<file path="src/rtl/top_entity.sv">
// top_entity: 5-entry signed shift queue, newest entry in mem0, oldest at mem[cursor-1]
// Ports: clk, rst (sync, active-high), en (clock enable), push/pop requests, data in;
// registered push_valid/pop_valid/out result flags, mem0..mem4 storage view, cursor entry count.
module top_entity #(
  parameter int DEPTH = 5,
  parameter int WIDTH = 64
) (
  input  logic                    clk,
  input  logic                    rst,
  input  logic                    en,
  input  logic                    push,
  input  logic                    pop,
  input  logic signed [WIDTH-1:0] data,
  output logic                    push_valid,
  output logic                    pop_valid,
  output logic signed [WIDTH-1:0] out,
  output logic signed [WIDTH-1:0] mem0,
  output logic signed [WIDTH-1:0] mem1,
  output logic signed [WIDTH-1:0] mem2,
  output logic signed [WIDTH-1:0] mem3,
  output logic signed [WIDTH-1:0] mem4,
  output logic signed [WIDTH-1:0] cursor
);
  localparam int CW = $clog2(DEPTH + 1);
  logic signed [WIDTH-1:0] mem [DEPTH];
  logic signed [WIDTH-1:0] mem_p [DEPTH];
  logic signed [WIDTH-1:0] mem_n [DEPTH];
  logic signed [WIDTH-1:0] out_n;
  logic [CW-1:0] cnt, cnt_p, cnt_n, oldest;
  logic do_pop, do_push;
  always_comb begin
    oldest  = cnt - CW'(1);
    do_pop  = pop && cnt != '0;
    cnt_p   = cnt - CW'(do_pop);
    do_push = push && cnt_p < CW'(DEPTH);
    cnt_n   = cnt_p + CW'(do_push);
    out_n   = do_pop ? mem[oldest] : '0;
    for (int i = 0; i < DEPTH; i++)
      mem_p[i] = (do_pop && CW'(i) == oldest) ? '0 : mem[i];
    // A push shifts everything one slot toward the tail; the tail slot is
    // always empty here because the post-pop count is below DEPTH.
    mem_n[0] = do_push ? data : mem_p[0];
    for (int i = 1; i < DEPTH; i++)
      mem_n[i] = do_push ? mem_p[i-1] : mem_p[i];
  end
  always_ff @(posedge clk) begin
    if (rst) begin
      for (int i = 0; i < DEPTH; i++) mem[i] <= '0;
      cnt        <= '0;
      out        <= '0;
      push_valid <= 1'b0;
      pop_valid  <= 1'b0;
    end else if (en) begin
      for (int i = 0; i < DEPTH; i++) mem[i] <= mem_n[i];
      cnt        <= cnt_n;
      out        <= out_n;
      push_valid <= do_push;
      pop_valid  <= do_pop;
    end
  end
  assign mem0   = mem[0];
  assign mem1   = mem[1];
  assign mem2   = mem[2];
  assign mem3   = mem[3];
  assign mem4   = mem[4];
  assign cursor = {{(WIDTH-CW){1'b0}}, cnt};
endmodule

</file>
<file path="config.mk">
export PLATFORM = sky130hd
export DESIGN_NAME = top_entity
export DESIGN_NICKNAME = d
export VERILOG_FILES = /design/src/rtl/top_entity.sv
export SDC_FILE = /design/constraint.sdc
export NUM_CORES = 1
export LEC_CHECK = 0
export CAP_MARGIN = 40
export CELL_PAD_IN_SITES_DETAIL_PLACEMENT = 0
export CELL_PAD_IN_SITES_GLOBAL_PLACEMENT = 1
export CORE_MARGIN = 4
export CORE_UTILIZATION = 38
export DETAILED_ROUTE_END_ITERATION = 10
export GPL_TIMING_DRIVEN = 0
export PLACE_DENSITY_LB_ADDON = 0.1
export SLEW_MARGIN = 0
export SYNTH_ARGS = -nofsm -noshare
export SYNTH_HDL_FRONTEND = slang
export SYNTH_SLANG_ARGS = --single-unit
</file>
<file path="constraint.sdc">
create_clock -name clk -period 9 [get_ports clk]
set_input_delay 1.8 -clock clk [delete_from_list [all_inputs] [get_ports clk]]
set_output_delay 1.8 -clock clk [all_outputs]
set_load 0.05 [all_outputs]
</file>
# Word-level counts from Yosys, hierarchy flattened
# Memories as Yosys holds them, arrays and structs flattened.
# Index checks and enable logic that the tools add are counted.
[totals] ff_bits=69 ramBits=320 inputBits=69 n_memories=1
[op_classes] addsub=3 order_cmp=1 n_eq_ne=4 muxes=21 bitwise=5 reduce_logical=9
[mem_list] memory="mem" words=5 width=64 rd=6 rd_ports_with_merged_regs=0 wr=5 line="25" source="logic signed [WIDTH-1:0] mem [DEPTH];"
[op_table] op="$mux 64" n=16
[op_table] op="$logic_and 1x1->1" n=7
[op_table] op="$eq 2x3->1 const A" n=2
[op_table] op="$mux 1" n=5
[op_table] op="$or 1x1->1" n=5
[op_table] op="$add 3x1->3" n=1
[op_table] op="$eq 1x3->1 const A" n=1
[op_table] op="$eq 3x3->1 const A" n=1
[op_table] op="$logic_not 3->1" n=1
[op_table] op="$lt 3x3->1 const B" n=1
[op_table] op="$reduce_bool 3->1" n=1
[op_table] op="$sub 3x1->3" n=1
[op_table] op="$sub 3x1->3 const B" n=1

# Logic depth before layout (Yosys ltp)
# Gate-level depths: netlist of run 1.
[depth] depth_word=7 ltp_mapped=19 mapped_depth_nobuf=15

# Worst setup path before layout of run 1
# Ideal clock, no wire load.
[synth_path] path_type="input port to flip-flop" from="in rst" to="mem mem[0][0], enable pin" setup_ns=0.605 arrival_ns=7.438 t_required_ns=8.395 slack_ns=0.957 stages=5 path_buffers=3 path_cell_list="clkbuf_1 nor2_1 clkbuf_1 clkbuf_1 inv_1"
[synth_rtl] item="start: declaration" line="9" source="input logic rst,"
[synth_rtl] item="end: declaration" line="25"

# Final worst setup path of run 1
[layout_path] from="in pop" to="reg cnt[2]"
[layout_via] elab_chain_len=5
[layout_lines] item="start: declaration" line="12" source="input logic pop,"
[layout_lines] item="$logic_and 1x1->1" line="33" source="do_pop = pop && cnt != '0;"
[layout_lines] item="net do_pop" line="30" source="logic do_pop, do_push;"
[layout_lines] item="$sub 3x1->3" line="34" source="cnt_p = cnt - CW'(do_pop);"
[layout_lines] item="$lt 3x3->1" line="35" source="do_push = push && cnt_p < CW'(DEPTH);"
[layout_lines] item="$logic_and 1x1->1" line="35"
[layout_lines] item="net do_push" line="30"
[layout_lines] item="$add 3x1->3" line="36" source="cnt_n = cnt_p + CW'(do_push);"
[layout_lines] item="end signal: assignment" line="55" source="cnt <= cnt_n;"
[layout_lines] item="end: declaration" line="29" source="logic [CW-1:0] cnt, cnt_p, cnt_n, oldest;"
# The timed path passes the listed nets, and every way through them passes these cells.
# A chain may end at the register's enable or synchronous reset.

==> results of run 1 <==
## cells in the final DEF, fill, tap and decap left out, types with 18 or more instances in the layout
cell type	netlist	final
clkbuf_16	0	46
buf_1	18	18
nand3_1	452	452
buf_2	60	60
a21oi_1	256	256
mux4_2	64	64
buf_4	61	61
clkdlybuf4s50_1	0	455
nand2_1	65	65
conb_1	1	61
dfxtp_1	69	69
edfxtp_1	320	320
nor2b_1	66	66
clkbuf_1	93	116
and2_1	66	66
a221o_1	65	64
## synth_stat cells, drive strengths merged
master  count
mux2i       4
edfxtp    320
nor2b      66
nor2        6
a221o      65
buf       144
xnor2       1
nand2      65
o21ai       1
nand3     452
clkbuf     93
xor2        2
a21oi     256
inv         6
dfxtp      69
nand2b      2
and2       66
mux4       64
ha         10
conb        1
and3        2
nand4b      1
## logic make-up after synthesis
family / after synthesis / share of synthesized area, %
compound gates: 322 / 10.1
xor+xnor: 3 / 0.137
fa+ha+maj: 10 / 0.651
buf+inv: 243 / 6.52
flops: 389 / 57.2
mux: 68 / 7.71
other cells: 1 / 0.0195
simple gates: 660 / 17.7
## worst max-delay path by stage
stage	from	endpoint	slack [ps]
floorplan	rst	mem[0][0]$_SDFFCE_PN0P_	960
global placement	rst	mem[3][30]$_SDFFCE_PN0P_	-2130
detailed placement	pop	cnt[2]$_SDFFE_PP0P_	3930
CTS	pop	cnt[2]$_SDFFE_PP0P_	4530
global route	pop	cnt[2]$_SDFFE_PP0P_	4290
finish	pop	cnt[2]$_SDFFE_PP0P_	4500
## power by group through the flow
stage	logic (uW)	clock network [uW]	registers, uW
floorplan	1120	0	2930
global placement	2470	0	2400
detailed placement	2510	0	2390
CTS	2520	1780	2350
global route	2650	1840	2380
finish	2510	1750	2350
## cell type report
type                            instances  area share (%)
Sequential cell                       389            41.6
Multi-Input combinational cell       1124            27.3
Timing Repair Buffer                  466            17.9
Clock buffer                           77            5.10
Buffer                                237            4.66
Tap cell                              672            3.18
Inverter                                6           0.114
Clock inverter                          4          0.0710
Antenna cell                            4          0.0379
## metrics by stage
| step | cell area, um^2 | cells |
|---|---|---|
| after floorplan | 19400 | 1756 |
| after global routing | 26400 | 2978 |
| final | 26400 | 2979 |
| after detailed placement | 25000 | 2894 |
| after global placement | 24800 | 2883 |
| after CTS | 26400 | 2975 |
## per-layer routing
| layer | vias to the layer above | GRT usage [%] | part of all wire [%] |
|---|---|---|---|
| met2 | 761 | 42.9 | 49 |
| met1 | 8247 | 33.8 | 40 |
| li1 | 7450 | - | - |
| met3 | 109 | 5.33 | 8.3 |
| met4 | 4 | 8.29 | 3.1 |
| met5 | - | 0 | 0.039 |
## state kept, by name, summed over array words and instances (netlist names)
register    cells
push_valid      1
mem           320
out            64
cnt             3
pop_valid       1
## critical path, cell delays in order
cell	delay, ps
clkdlybuf4s50_1	470
and2_1	210
ha_1	190
ha_1	280
and2_1	150
o21ai_2	230
inv_2	160
clkbuf_1	210
buf_8	190
buf_2	210
ha_1	240
ha_1	200
xor2_1	140
nand2_1	80
xor2_1	140
nor2_1	50
==> impl_metrics.tcl, run 1 <==
set metrics [dict create \
    synth_top_area_share_pct 50.0 \
    r2r-start "cnt[0]$_SDFFE_PP0P_" \
    hp-class "reg -> reg" \
    status "finished, final reports clean" \
    post_cts_buffers 0 \
    die_height_um 233 \
    routabilityCongestion 0.860 \
    track_usage_pct 25.7 \
    p_sw_uw 2550 \
    cap_violations 0 \
    min_period_ps 4500 \
    io_pins 519 \
    max_freq_ghz 0.222 \
    wire_per_inst_um 24.3 \
    rrSetupSlack_ps 4760 \
    syn-instance-count 1696 \
    hold_slack_ps 482 \
    p_sw_share_pct 38.6 \
    fillers 4591 \
    ys_ff_latch 389 \
    totalWireLength_um 72300 \
    core_area_um2 50100 \
    die_area_um2 54200 \
    area_delta_synth_final_pct 37.4 \
    cts.sinks 389 \
    drtIter0Drc 1513 \
    hold_path_end "out[27]$_SDFFE_PP0P_" \
    die_w_um 233 \
    hp-start "out[27]$_SDFFE_PP0P_" \
    drive_gt1_share_pct 11.5 \
    grt-ovfl-total 0 \
    clk_path_buf_depth 3 \
    reg2reg_depth 20 \
    post_cts_resized 0 \
    postSynthAreaPerCell_um2 11.3 \
    drc_errors 0 \
    drtAntennaViolNets 0 \
    nNetsFinal 2348 \
    yosys_warnings 0 \
    power_frac_seq_pct 35.6 \
    dpl.hpwl_um 53700 \
    cts-root-buf "clkbuf_16" \
    leakage_uw 0.00937 \
    multi_input_area_um2 7220 \
    setup-violations-final 0 \
    end_kind "flip-flop" \
    hold_depth 1 \
    clk_pin_slew_ps 60 \
    viasPerCell 5.56 \
    comb_power_share_pct 37.9 \
    design_power_total_uw 6610 \
    crit_type "in -> reg" \
    worst_slack_ps 4500 \
    crit_required_ps 9440 \
    regArea_um2 11000 \
    h-tree-depth 2 \
    clkLatencyLatePin_ps 570 \
    power_density_nw_per_um2 250 \
    ys_types 27 \
    rows 82 \
    syn_area_um2 19200 \
    final_util_pct 52.8 \
    grt_pass1_wl_um 106000 \
    fin_setup_tns_ps 0 \
    slew_headroom_pct 40.1 \
    clockPowerShare_pct 26.5 \
    vias 16600 \
    skew_ps 9.73 \
    port_buffers 455 \
    hold_violations 0 \
    grt_pass1_vias 16300 \
    rsz0062_at_grt "false" \
    numCtsBuffers 45 \
    cts_tree "built" \
    yosysTopAreaCell "edfxtp_1" \
    pre_cts_slack_ps 3930 \
    ir_drop_uv 134 \
    cp.arrival_ps 4940 \
    grt_max_degree 120 \
    critPathMaxFanout 10 \
    drv_slew 0 \
    start_util_pct 38.4 \
    finalCritPeriodShare_pct 50.0 \
    antenna_found_initial 7 \
    timing.rr.end "cnt[2]$_SDFFE_PP0P_" \
    yosys-top-cells-area "edfxtp_1 (50%), nand3_1 (12%), mux4_2 (7.5%)" \
    drt_first_pass_iters 5 \
    internal_power_uw 4060 \
    ys_seq_area_share_pct 57.2 \
    worst_slew_pin_slew_ps 899 \
    crit_path_start_kind "input pin" \
    cts_hold_buffers 0 \
]
Note: power is estimated with default switching activity, not from simulation.
==> run 2: changes to the inputs <==
Settings changed: CORE_UTILIZATION 38 to 34.
Clock period 9 ns to 4 ns, I/O delays scaled along.
==> impl_metrics.tcl, run 2 (synthesis gave the netlist of run 1 again) <==
set metrics [dict create \
    status "finished, final reports clean" \
    grt_pass1_vias 16400 \
    layout_commonest_cell "clkdlybuf4s50_1" \
    clkLatencyLatePin_ps 580 \
    drt_first_pass_iters 5 \
    rrSetupSlack_ps 380 \
    top_register "mem" \
    final_cell_mix "clkdlybuf4s50_1 (455), nand3_1 (452), edfxtp_1 (320)" \
    hold_depth 2 \
    start_util_pct 34.6 \
    die_height_um 246 \
    nNetsFinal 2359 \
    skew_ps 16.3 \
    viasPerCell 5.35 \
    worst_slew_pin_slew_ps 822 \
    drive_gt1_share_pct 12.4 \
    max_freq_ghz 0.276 \
    cts.sinks 389 \
    grt_pass1_wl_um 110000 \
    r2r-start "cnt[0]$_SDFFE_PP0P_" \
    numCtsBuffers 47 \
    power_density_nw_per_um2 567 \
    vias 16400 \
    cts_hold_buffers 0 \
    routabilityCongestion 0.857 \
    io_pins 519 \
    clk_pin_slew_ps 60 \
    rows 86 \
    top_regs "mem: 320 flops, out: 64 flops, cnt: 3 flops" \
    final_util_pct 48.3 \
    min_period_ps 3620 \
    hold_path_end "cnt[0]$_SDFFE_PP0P_" \
    core_area_um2 55500 \
    h-tree-depth 2 \
    grt_max_degree 39 \
    port_buffers 455 \
    crit_required_ps 4470 \
    regArea_um2 11000 \
    drv_slew 0 \
    drtAntennaViolNets 0 \
    hp-start "rst" \
    setup-violations-final 0 \
    cp.arrival_ps 4100 \
    antenna_found_initial 2 \
    reg2reg_depth 19 \
    fin_setup_tns_ps 0 \
    die_w_um 246 \
    multi_input_area_um2 7230 \
    grt-ovfl-total 0 \
    drtIter0Drc 1508 \
    end_kind "flip-flop" \
    ir_drop_uv 293 \
    cap_violations 0 \
    hold_slack_ps 451 \
    wire_per_inst_um 24.6 \
    critPathLaunch "cnt[0]$_SDFFE_PP0P_" \
    area_delta_synth_final_pct 39.4 \
    cts-root-buf "clkbuf_16" \
    leakage_uw 0.00952 \
    track_usage_pct 24.1 \
    cts_tree "built" \
    finalCritPeriodShare_pct 90.6 \
    dpl.hpwl_um 56300 \
    hold_violations 0 \
    rsz0062_at_grt "false" \
    largest_reg_flops 320 \
    fillers 5273 \
    hp-class "in -> reg" \
    clk_path_buf_depth 3 \
    crit_path_start_kind "flip-flop" \
    slew_headroom_pct 45.2 \
    design_power_total_uw 15200 \
    critPathMaxFanout 10 \
    die_area_um2 60400 \
    totalWireLength_um 75400 \
    crit_type "reg -> reg" \
    drc_errors 0 \
    antenna_cells 0 \
    timing.rr.end "cnt[2]$_SDFFE_PP0P_" \
]
run 2: cell type report:
cell class / count / area share (%)
buffer: 236 / 4.76
clock buffer: 72 / 5.12
clock inverter: 15 / 0.378
inverter: 6 / 0.0981
multi-input combinational: 1125 / 27.0
sequential: 389 / 41.0
tap: 748 / 3.49
timing repair buffer: 475 / 18.1
run 2: layer usage:
metal	global-route usage [%]	vias up	share of wire (%)
met3	5.72	103	8.2
met4	7.33	4	2.9
li1	-	7474	-
met5	0	-	0.036
met2	39.8	705	48
met1	31.7	8123	41
run 2: report_power, final:
| group | internal [uW] | switching [uW] | total (uW) | leakage [uW] |
|---|---|---|---|---|
| registers | 4860 | 446 | 5300 | 0.00408 |
| logic | 2040 | 3680 | 5720 | 0.00472 |
| clock network | 2420 | 1740 | 4160 | 0.000723 |
| total | 9320 | 5870 | 15200 | 0.00952 |
run 2: timing repair:
| item | CTS | global route |
|---|---|---|
| buffers inserted | 0 | 3 |
| pin swaps | 1 | 0 |
| resized for setup | 1 | 2 |
| gates cloned | 1 | 0 |
| endpoints found under the setup margin | 42 | 79 |
run 2: worst max-delay path by stage:
stage | cells after the start | end | slack [ps]
after floorplan | 5 | mem[0][0]$_SDFFCE_PN0P_ | -1550
after global placement | 5 | mem[3][31]$_SDFFCE_PN0P_ | -3800
after detailed placement | 14 | mem[4][27]$_SDFFCE_PN0P_ | -150
after CTS | 20 | cnt[2]$_SDFFE_PP0P_ | 10
after global routing | 19 | cnt[2]$_SDFFE_PP0P_ | 170
final | 19 | cnt[2]$_SDFFE_PP0P_ | 380
run 2: metrics by stage:
step	setup WS (ps)	instances	area (um^2)
6_report	376	3066	26800
5_1_grt	173	3066	26800
4_1_cts	12.5	3064	26800
3_5_place_dp	-154	2976	25300
3_3_place_gp	-3800	2959	25000
2_1_floorplan	-1550	1756	19500
run 2: worst max-delay path: stages (launching register included):
cell	delay [ps]
dfxtp_2	380
buf_12	150
inv_1	130
ha_1	220
nand2b_4	90
and2_1	200
ha_1	190
ha_1	280
and2_1	150
o21ai_2	210
inv_2	150
clkbuf_1	130
buf_6	160
buf_2	220
ha_1	230
ha_1	200
xor2_1	140
nand2_1	80
xor2_1	140
nor2_1	50
==> run 3: changes to the inputs <==
==> constraint.sdc (replaced) <==
create_clock -name clk -period 4 [get_ports clk]
set_input_delay 1 -clock clk [delete_from_list [all_inputs] [get_ports clk]]
set_output_delay 1 -clock clk [all_outputs]
set_load 0.05 [all_outputs]
==> results of run 3 <==
Same layout as run 2 (identical final DEF). Status: finished, final reports clean.
Main changes from that run: setup slack after placement -154 ps -> -204 ps; hold slack 451 ps -> 483 ps; end point of the worst hold path cnt[0]$_SDFFE_PP0P_ -> out[53]$_SDFFE_PP0P_
